**config.mk**
```make
export PLATFORM = sky130hd
export DESIGN_NAME = seg_scan
export DESIGN_NICKNAME = d
export VERILOG_FILES = /design/src/rtl/seg_scan_pkg.sv /design/src/rtl/seg_scan_tick.sv /design/src/rtl/seg_scan.sv
export SDC_FILE = /design/constraint.sdc
export NUM_CORES = 1
export LEC_CHECK = 0
export CAP_MARGIN = 20
export CELL_PAD_IN_SITES_DETAIL_PLACEMENT = 0
export CELL_PAD_IN_SITES_GLOBAL_PLACEMENT = 1
export CORE_MARGIN = 2
export CORE_UTILIZATION = 35
export CTS_CLUSTER_DIAMETER = 60
export CTS_CLUSTER_SIZE = 40
export DETAILED_ROUTE_END_ITERATION = 10
export HOLD_SLACK_MARGIN = 0.1
export PLACE_DENSITY = 0.71
export SLEW_MARGIN = 20
export SYNTH_ARGS = -nofsm -noshare
export SYNTH_HDL_FRONTEND = slang
export SYNTH_SLANG_ARGS = --single-unit
```
**constraint.sdc**
```tcl
create_clock -name CLK -period 2.7 [get_ports CLK]
set_input_delay 0.405 -clock CLK [delete_from_list [all_inputs] [get_ports CLK]]
set_output_delay 0.405 -clock CLK [all_outputs]
set_load 0.02 [all_outputs]
```
**src/rtl/seg_scan_pkg.sv**
```systemverilog
// Shared constants and helpers for the multiplexed 4-digit hex display scanner.
// Holds digit count, digit-index width and the default prescaler divisor.
package seg_scan_pkg;

  localparam int NDIG        = 4;
  localparam int IDX_W       = 2;
  localparam int DATA_W      = 4 * NDIG;
  localparam int DIV_DEFAULT = 50000;

  // Blanked-digit mask: digit i>0 is dark when it and every more-significant nibble are zero.
  function automatic logic [NDIG-1:0] lz_mask(input logic [DATA_W-1:0] disp,
                                              input logic              blank);
    logic [NDIG-1:0] m;
    m    = '0;
    m[1] = blank && (disp[15:4]  == 12'h000);
    m[2] = blank && (disp[15:8]  == 8'h00);
    m[3] = blank && (disp[15:12] == 4'h0);
    return m;
  endfunction

  function automatic logic [3:0] nibble_at(input logic [DATA_W-1:0] disp,
                                           input logic [IDX_W-1:0]  idx);
    logic [3:0] n;
    n = 4'h0;
    case (idx)
      2'd0:    n = disp[3:0];
      2'd1:    n = disp[7:4];
      2'd2:    n = disp[11:8];
      default: n = disp[15:12];
    endcase
    return n;
  endfunction

endpackage

```
**src/rtl/seg_scan_tick.sv**
```systemverilog
// Digit-slot prescaler: counts 0..DIV-1 while enabled and flags the last cycle of each slot.
// The count freezes (and TICK stays low) while EN is low.
module scan_tick #(
  parameter int DIV = 50000
) (
  input  logic CLK,
  input  logic RSTn,
  input  logic EN,
  output logic TICK
);

  localparam int CNT_W = (DIV > 1) ? $clog2(DIV) : 1;
  localparam logic [CNT_W-1:0] LAST = CNT_W'(DIV - 1);

  logic [CNT_W-1:0] r_cnt;
  logic             w_last;

  assign w_last = (r_cnt == LAST);
  assign TICK   = EN && w_last;

  always_ff @(posedge CLK) begin
    if (!RSTn) begin
      r_cnt <= '0;
    end else if (EN) begin
      if (w_last) r_cnt <= '0;
      else        r_cnt <= r_cnt + 1'b1;
    end
  end

endmodule

```
**src/rtl/seg_scan.sv**
```systemverilog
// Time-multiplexed scanner for a 4-digit common-anode hex display with frame-synchronous
// value updates and optional leading-zero blanking. Segment decoding lives outside.
module seg_scan
  import seg_scan_pkg::*;
#(
  parameter int DIV = DIV_DEFAULT
) (
  input  logic        CLK,
  input  logic        RSTn,
  input  logic        EN,
  input  logic        LD,
  input  logic [15:0] D,
  input  logic        BLANK,
  output logic [3:0]  N,
  output logic [3:0]  SEL_n,
  output logic        FRAME
);

  logic [IDX_W-1:0]  r_idx;
  logic [DATA_W-1:0] r_disp;
  logic [DATA_W-1:0] r_pend;
  logic              r_pflag;
  logic              r_frame;

  logic              w_tick;
  logic              w_wrap;
  logic [NDIG-1:0]   w_blanked;
  logic [NDIG-1:0]   w_onehot;
  logic              w_lit;

  scan_tick #(
    .DIV (DIV)
  ) u_tick (
    .CLK  (CLK),
    .RSTn (RSTn),
    .EN   (EN),
    .TICK (w_tick)
  );

  assign w_wrap = w_tick && (r_idx == IDX_W'(NDIG - 1));

  always_ff @(posedge CLK) begin
    if (!RSTn) begin
      r_idx <= '0;
    end else if (w_tick) begin
      r_idx <= r_idx + 1'b1;
    end
  end

  // Displayed value changes only at the frame wrap so a frame never mixes old and new digits.
  // A load coinciding with the wrap bypasses the pending stage entirely.
  always_ff @(posedge CLK) begin
    if (!RSTn) begin
      r_disp  <= '0;
      r_pend  <= '0;
      r_pflag <= 1'b0;
    end else if (w_wrap) begin
      if (LD) begin
        r_disp <= D;
      end else if (r_pflag) begin
        r_disp <= r_pend;
      end
      r_pflag <= 1'b0;
    end else if (LD) begin
      r_pend  <= D;
      r_pflag <= 1'b1;
    end
  end

  always_ff @(posedge CLK) begin
    if (!RSTn) r_frame <= 1'b0;
    else       r_frame <= w_wrap;
  end

  assign w_blanked = lz_mask(r_disp, BLANK);
  assign w_onehot  = NDIG'(1) << r_idx;
  assign w_lit     = EN && !w_blanked[r_idx];

  assign N     = nibble_at(r_disp, r_idx);
  assign SEL_n = w_lit ? ~w_onehot : 4'b1111;
  // Gated so a disable right after a wrap cannot leave a stray FRAME pulse visible.
  assign FRAME = r_frame && EN;

endmodule

```
Word level (Yosys, flattened, before mapping)
Index checks and enable logic that the tools add are counted.
{"block": "word_totals", "ff_bits": 52, "inputBits": 21, "output_inout_bits": 9, "word_cells": 40}
{"block": "op_classes", "addsub": 2, "magnitude_cmp": 1, "n_eq_ne": 4, "shift": 1, "muxes": 7, "bitwise_logic": 3, "n_reduce_logical": 16}
{"op": "$mux W16", "n": 3}
{"op": "$add A16 B1 Y16 const B", "n": 1}
{"op": "$eq A16 B16 Y1 const B", "n": 1}
{"op": "$logic_not A12 Y1", "n": 1}
{"op": "$pmux W4 S3", "n": 1}
{"op": "$logic_not A8 Y1", "n": 1}
{"op": "$logic_and A1 B1 Y1", "n": 7}
{"op": "$eq A2 B2 Y1 const B", "n": 2}
{"op": "$logic_not A4 Y1", "n": 1}
{"op": "$mux W4", "n": 1}
{"op": "$not A4 Y4", "n": 1}
{"op": "$reduce_and A2 Y1", "n": 2}
{"op": "$shl A1 B2 Y4 const A", "n": 1}
{"op": "$lt A2 B3 Y1 const B", "n": 1}
{"op": "$add A2 B1 Y2 const B", "n": 1}
{"op": "$bmux W1 S2", "n": 1}
{"op": "$eq A2 B1 Y1 const B", "n": 1}
{"op": "$logic_not A2 Y1", "n": 1}
{"op": "$not A1 Y1", "n": 2}
{"op": "$reduce_bool A2 Y1", "n": 1}
{"op": "$reduce_or A2 Y1", "n": 1}
{"op": "$logic_not A1 Y1", "n": 1}
{"op": "$mux W1", "n": 1}

Longest topological paths before layout
Gate-level depths: netlist of run 1.
{"block": "logic_depth", "word_depth": 7, "depth_mapped": 7, "ltp_nobuf": 5}

Cells and area by module
From an unflattened synthesis of run 1, not the netlist that was laid out.
{"block": "unflattened", "cells_unflattened": 268, "area_unflattened_um2": 2498.6}
{"mod": "seg_scan", "instances": 1, "cells_per_inst": 185, "area_each_um2": 1750.4, "seq_area_each_um2": 720.7}
{"mod": "scan_tick", "instances": 1, "cells_per_inst": 83, "area_each_um2": 748.2, "seq_area_each_um2": 320.3}

Worst setup path after synthesis of run 1
No wires, ideal clock.
{"block": "synth_path", "path_type": "register to register", "startpoint": "register u_tick.r_cnt[6]", "endpoint": "register r_disp[10]", "setup_ps": 59, "t_arrival_ps": 1923, "required_time_ps": 2641, "path_slack_ps": 718, "stages_incl_launch_ff": 7, "n_path_buf": 2, "synth_period_minus_slack_ps": 1982, "path_cell_list": "dfxtp_1 or4b_1 nor4_4 and2_0 buf_2 buf_4 o211a_1"}
{"block": "synth_between", "elab_chain_len": 4}
{"item": "from (decl)", "line": "seg_scan_tick.sv:15", "source": "logic [CNT_W-1:0] r_cnt;"}
{"item": "from (signal assigned)", "line": "seg_scan_tick.sv:26", "source": "else r_cnt <= r_cnt + 1'b1;"}
{"item": "$eq A16 B16 Y1", "line": "seg_scan_tick.sv:18", "source": "assign w_last = (r_cnt == LAST);"}
{"item": "$logic_and A1 B1 Y1", "line": "seg_scan_tick.sv:19", "source": "assign TICK = EN && w_last;"}
{"item": "$logic_and A1 B1 Y1", "line": "seg_scan.sv:40", "source": "assign w_wrap = w_tick && (r_idx == IDX_W'(NDIG - 1));"}
{"item": "$reduce_and A2 Y1 (no line)"}
{"item": "to (signal assigned)", "line": "seg_scan.sv:61", "source": "r_disp <= r_pend;"}
{"item": "to (decl)", "line": "seg_scan.sv:20", "source": "logic [DATA_W-1:0] r_disp;"}
Every way passes these cells.
A chain may end at the register's enable or synchronous reset.

Worst setup path in the final report of run 1
{"block": "layout_path", "startpoint": "register r_idx[0]", "endpoint": "output port N[2]"}
{"block": "layout_between", "elab_chain_len": 2, "elab_cells_between_ends": 4, "cone_classes": "eq/ne: 2; mux: 1; reduce/logical: 1"}
{"item": "from (decl)", "line": "seg_scan.sv:19", "source": "logic [IDX_W-1:0] r_idx;"}
{"item": "from (signal assigned)", "line": "seg_scan.sv:46", "source": "r_idx <= r_idx + 1'b1;"}
{"item": "$eq A2 B2 Y1 (tied with other cells)", "line": "seg_scan_pkg.sv:25", "source": "case (idx)"}
{"item": "$pmux W4 S3 *", "line": "seg_scan_pkg.sv:25"}
{"item": "to (decl)", "line": "seg_scan.sv:14", "source": "output logic [3:0] N,"}
Every way passes the cells marked *; elsewhere a longest branch is shown, timed or not.

==> results of run 1 <==
==> worst min-delay path, stage by stage, from the launching register on <==
cell	delay, ps
dfxtp_1	330
o21ai_0	70
a21oi_1	60
==> path summary, 6_finish.rpt <==
| path | from | end | slack (ps) | depth (start not counted) |
|---|---|---|---|---|
| max reg2reg | u_tick.r_cnt[6] | r_disp[13] | 500 | 6 |
| min | u_tick.r_cnt[15] | u_tick.r_cnt[15] | 500 | 2 |
| min reg2reg | u_tick.r_cnt[15] | u_tick.r_cnt[15] | 500 | 2 |
| max | r_idx[0] | N[2] | 170 | 5 |
==> kinds of logic after synthesis <==
family,Yosys count,synth area share (%)
AOI/OAI and AO/OA,62,17.1
and+or+nand+nor,125,26.6
muxes,19,6.78
DFF,52,37.1
buffers and inverters,39,5.49
xor gates and xnor gates,15,4.68
adders and majority gates,5,2.23
==> metrics by stage <==
step,utilization [%],cell area [um2]
2_1_floorplan,-,2810
3_3_place_gp,41.3,3190
3_5_place_dp,41.3,3190
4_1_cts,42.7,3300
5_1_grt,42.7,3300
6_report,42.7,3300
==> what timing repair did <==
action                                  in CTS  in global routing
endpoints found under the setup margin       0                  5
gates resized for setup                      0                  2
endpoints found under the hold margin        0                  0
==> registers in the layout, summed over array words and instances (netlist names) <==
name and cells:
r_disp 16, r_pend 16, u_tick.r_cnt 16, r_idx 2, r_frame 1, r_pflag 1
==> layout by cell type, fill, tap and decap left out, drive strengths merged, types with 5 or more instances in the layout <==
master,n
a21oi,6
a31oi,13
and3b,13
buf,14
clkbuf,6
clkdlybuf4s50,26
dfxtp,52
ha,5
inv,8
mux2i,19
nand3,37
nand4,24
nor2,16
nor2b,5
nor4,8
o211a,16
o211ai,16
xnor2,12
==> layout make-up <==
type	instances	area, um2
fill	793	4430
multi-input combinational	226	1610
sequential	52	1040
timing repair buffer	41	385
tap	102	128
clock buffer	6	72.6
clock inverter	2	35.0
inverter	8	30.0
==> routing by layer <==
metal,vias up,track usage (%)
li1,1240,-
met1,1146,21.3
met2,44,26.7
met3,5,2.66
met4,0,3.68
met5,-,0
==> power breakdown <==
part,total (W),internal [W],switching (W),leakage (nW)
sequential,0.000811,0.000794,0.0000172,0.424
combinational,0.000154,0.0000747,0.0000798,0.874
clock,0.000530,0.000276,0.000254,0.0552
==> run_results.csv, run 1 <==
group,metric,value,unit
cts,clock_latency,300,ps
timing,drv_slew,0,
die,top_level_ports,30,
timing,skew,3.76,ps
cts,cts_setup_buffers,0,
setup_path,crit_path_max_fanout,5,
global_route,grt_use_total,15.9,%
pwr,p_leak,1.35,nW
setup_path,cp-end-kind,"output port",
routing,dr_wl_met2,3.16,mm
timing,finalSetupTns,0,ps
synthesis,ys_seq_area_share,37.1,%
cts,numClockSinks,52,
global_route,grt.overflow.total,0,
timing,finalCriticalPeriod,2530,ps
routing,wl_per_cell,15.1,um
timing,fin_crit_sh,93.8,%
synthesis,netlist_area,0.00281,mm2
global_route,grt_pass1_wl,11.2,mm
synthesis,yosys.area.top_type,"dfxtp_1",
routing,via_per_inst,5.57,
routing,top_layer,"met4",
synthesis,yosysUniqueCellTypes,36,
layout,drive_above_1_share,6.57,%
layout,instances_no_fill,437,
die,dieArea,0.00875,mm2
cts,cts_buffers,5,
setup_path,cp_slowest_stage_delay,550,ps
routing,first_pass_iters,4,
global_route,grt_max_degree,66,
die,num_rows,32,
die,die_y,93.5,um
setup_path,path_class,"flip-flop to output port",
timing,fmax,395,MHz
place,dpl.cell_count,429,
synthesis,synth_flop_cell,"dfxtp_1",
place,dp_hpwl,4.52,mm
setup_path,critPathLaunchType,"flip-flop",
routing,initialDrtViolationCount,135,
worst_hold_path,hold_class,"flip-flop to flip-flop",
timing,finalHoldViolCount,0,
pwr,peakVddDrop,0.216,mV
timing,worst_pin_slew,648,ps
synthesis,avgSynthCellArea,8.85,um2
cts,clkSlewWorstSetupHoldPaths,90,ps
synthesis,synth-async-reset-ratio,0,%
cts,cts_tree,"done",
layout,nets,360,
synthesis,ys_warn_count,0,
synthesis,synth_area_leaders,"dfxtp_1, mux2i_1, nand3_1",
setup_path,cp_cell_sequence,"inv_1, ha_1, a222oi_1, mux2i_1, clkdlybuf4s50_1",
setup_path,slowest_stage,"clkdlybuf4s50_1",
cts,cts-hold-fix-buffers,0,
global_route,grt_pass1_vias,2314,
cts,clockBufferDepth,2,
pwr,powerDensity,453,mW/mm2
job,maxCapViolations,0,
setup_path,required,2300,ps
timing,hold_ws,501,ps
global_route,grt_antenna_before_repair,0,
synthesis,synth_top_cell_area_share,37.1,%
pwr,power.total,0.00150,W
synthesis,yosysMostFrequentCell,"dfxtp_1",
layout,syn_to_final_growth,17.7,%
status,status,"complete, no violations",
synthesis,synth-edff-count,0,
routing,drc,0,
synthesis,synth_common_cells,"dfxtp_1, nand3_1, clkbuf_1",
timing,fin_ws,167,ps
routing,antenna_left,0,
cts,cts-root-buf,"clkbuf_8",
setup_path,crit_arrival,2130,ps
place,pre_cts_ws,322,ps
place,portBuffers,29,
synthesis,synth_nets,343,
die,coreArea,0.00773,mm2
routing,route.met3.wl,182,um
routing,totalWireLength,6.61,mm
timing,rsz0062_at_grt,"false",
synthesis,syn_inst,317,
die,die_w,93.5,um
routing,wl_met1,3.24,mm
cts,cts_htree_levels,2,
place,gp_congestion,0.782,
layout,antennaDiodeCount,0,
timing,slew_headroom,56.8,%
timing,finalSetupViolations,0,
die,initial_core_util,36.3,%
routing,vias,2435,
setup_path,crit_buf_inv,2,
synthesis,synth_seq_cells,52,
setup_path,critPathTopFamily,"buffers and inverters",
No activity file was read; power rests on OpenSTA's default activity.
==> run 2: changes to the inputs <==
--- a/config.mk
+++ b/config.mk
@@ -15,6 +15,7 @@
 export DETAILED_ROUTE_END_ITERATION = 10
 export HOLD_SLACK_MARGIN = 0.1
 export PLACE_DENSITY = 0.71
+export RECOVER_POWER = 50
 export SLEW_MARGIN = 20
 export SYNTH_ARGS = -nofsm -noshare
 export SYNTH_HDL_FRONTEND = slang
==> run 2 against run 1 <==
- first-iteration DRC count fell by 7.4%
- combinational power barely moved
- register-to-register slack got worse by 180 ps
- fmax fell by 0.23%
- power barely moved
- sequential share of layout area rose by 0.20 points
==> run_results.csv, run 2 (synthesized netlist as in run 1, its figures left out) <==
group,metric,value,unit
status,status,"complete, no violations",
timing,finalHoldViolCount,0,
pwr,peakVddDrop,0.216,mV
die,num_rows,32,
worst_hold_path,hold_depth,2,
setup_path,reg2reg_slack,320,ps
layout,fillCellCount,795,
layout,syn_to_final_growth,16.9,%
layout,nets,360,
layout,multi_input_area,0.00160,mm2
layout,reg.largest.list,"r_disp: 16 flops, r_pend: 16 flops, u_tick.r_cnt: 16 flops",
global_route,grt_util_met3,2.66,%
global_route,use_met1,21.3,%
timing,fin_ws,161,ps
setup_path,path_class,"flip-flop to output port",
global_route,grt_pass1_vias,2314,
routing,vias,2428,
die,initial_core_util,36.3,%
routing,drc,0,
timing,finalSetupTns,0,ps
timing,skew,4.15,ps
timing,fin_crit_sh,94.1,%
worst_hold_path,min_to,"u_tick.r_cnt[15]",
global_route,grt-busiest-layer,"met2",
routing,antenna_left,0,
layout,antennaDiodeCount,0,
global_route,grt.overflow.total,0,
routing,initialDrtViolationCount,125,
layout,mostFrequentLayoutCells,"dfxtp_1, nand3_1, clkdlybuf4s50_1",
cts,clock_latency,300,ps
worst_hold_path,hold_class,"flip-flop to flip-flop",
global_route,grt_pass1_wl,11.2,mm
timing,fmax,394,MHz
cts,numClockSinks,52,
routing,totalWireLength,6.61,mm
pwr,p_leak,1.33,nW
cts,clkSlewWorstSetupHoldPaths,90,ps
pwr,powerDensity,456,mW/mm2
die,die_y,93.5,um
setup_path,critPathLaunchType,"flip-flop",
setup_path,reg2reg_from,"u_tick.r_cnt[6]",
place,portBuffers,29,
place,gp_congestion,0.782,
die,die_w,93.5,um
job,maxCapViolations,0,
global_route,grt_use_total,15.9,%
layout,drive_above_1_share,5.97,%
timing,slew_headroom,56.8,%
cts,clockBufferDepth,2,
cts,cts_setup_buffers,0,
timing,finalCriticalPeriod,2540,ps
routing,via_per_inst,5.56,
layout,mostFrequentLayoutCell,"dfxtp_1",
timing,drv_slew,0,
timing,finalSetupViolations,0,
layout,seqCellArea,0.00104,mm2
worst_hold_path,hp-start,"u_tick.r_cnt[15]",
global_route,grt_antenna_before_repair,0,
setup_path,rr_endpoint,"u_tick.r_cnt[13]",
place,pre_cts_ws,322,ps
global_route,grt_use_met2,26.7,%
timing,worst_pin_slew,648,ps
setup_path,crit_arrival,2130,ps
cts,cts_buffers,5,
die,dieArea,0.00875,mm2
cts,cts_htree_levels,2,
setup_path,reg2reg_depth,6,
routing,first_pass_iters,4,
die,top_level_ports,30,
cts,cts_tree,"done",
timing,rsz0062_at_grt,"false",
place,dp_hpwl,4.52,mm
global_route,grt_max_degree,66,
die,coreArea,0.00773,mm2
setup_path,cp-end-kind,"output port",
setup_path,crit_path_max_fanout,5,
routing,wl_per_cell,15.1,um
cts,cts-root-buf,"clkbuf_8",
setup_path,required,2300,ps
-- run 2: changes by cell type in the layout (fill, tap and decap cells not counted) --
cell | before | now
clkbuf_2 | 0 | 1
and2_1 | 3 | 2
buf_4 | 11 | 9
nor4_1 | 7 | 8
and2_0 | 1 | 2
nor4_4 | 1 | 0
clkbuf_1 | 1 | 2
-- run 2: worst max path at each step --
| stage | from | cells past startpoint | to | slack (ps) |
|---|---|---|---|---|
| after floorplan | u_tick.r_cnt[6] | 6 | r_disp[10] | 720 |
| after CTS | r_disp[4] | 5 | SEL_n[0] | 130 |
| after global routing | r_idx[0] | 5 | N[2] | 10 |
| final | r_idx[0] | 5 | N[2] | 160 |
| after detailed placement | BLANK | 5 | SEL_n[0] | 320 |
| after global placement | BLANK | 5 | SEL_n[0] | 370 |
-- run 2: metal layers --
layer / vias to the layer above / part of all wire [%]
met5: - / 0
met4: 0 / 0.57
met3: 5 / 3.2
met2: 44 / 48
met1: 1138 / 49
li1: 1241 / -
-- run 2: area by class of cell --
type | instances | area share [%]
Clock buffer | 6 | 2.21
Clock inverter | 2 | 1.07
Tap cell | 102 | 3.89
Inverter | 8 | 0.915
Multi-Input combinational cell | 226 | 48.6
Sequential cell | 52 | 31.7
Timing Repair Buffer | 41 | 11.6
-- run 2: repair_timing --
| action | in CTS | in global routing |
|---|---|---|
| endpoints found under the setup margin | 0 | 5 |
| hold endpoints to repair | 0 | 0 |
| hold buffers | 0 | 0 |
| gates resized for setup | 0 | 2 |
-- run 2: power breakdown --
| part | internal [W] | switching [W] |
|---|---|---|
| logic | 0.0000735 | 0.0000796 |
| registers | 0.000794 | 0.0000171 |
| clock network | 0.000276 | 0.000256 |
| total | 0.00114 | 0.000352 |
-- run 2: worst max-delay path: stages (launching register included) --
cell and delay (ps):
dfxtp_1 430, inv_1 110, ha_1 270, a222oi_1 360, mux2i_1 110, clkdlybuf4s50_1 550
-- run 2: metrics by stage --
step	hold slack, ps	area [um2]	util (%)	power (W)	cells
5_1_grt	537	3280	42.5	0.00157	437
3_5_place_dp	490	3190	41.3	0.000984	429
4_1_cts	502	3300	42.7	0.00151	437
3_3_place_gp	471	3190	41.3	0.000978	429
6_report	501	3280	42.5	0.00150	437
2_1_floorplan	458	2810	-	0.000920	317
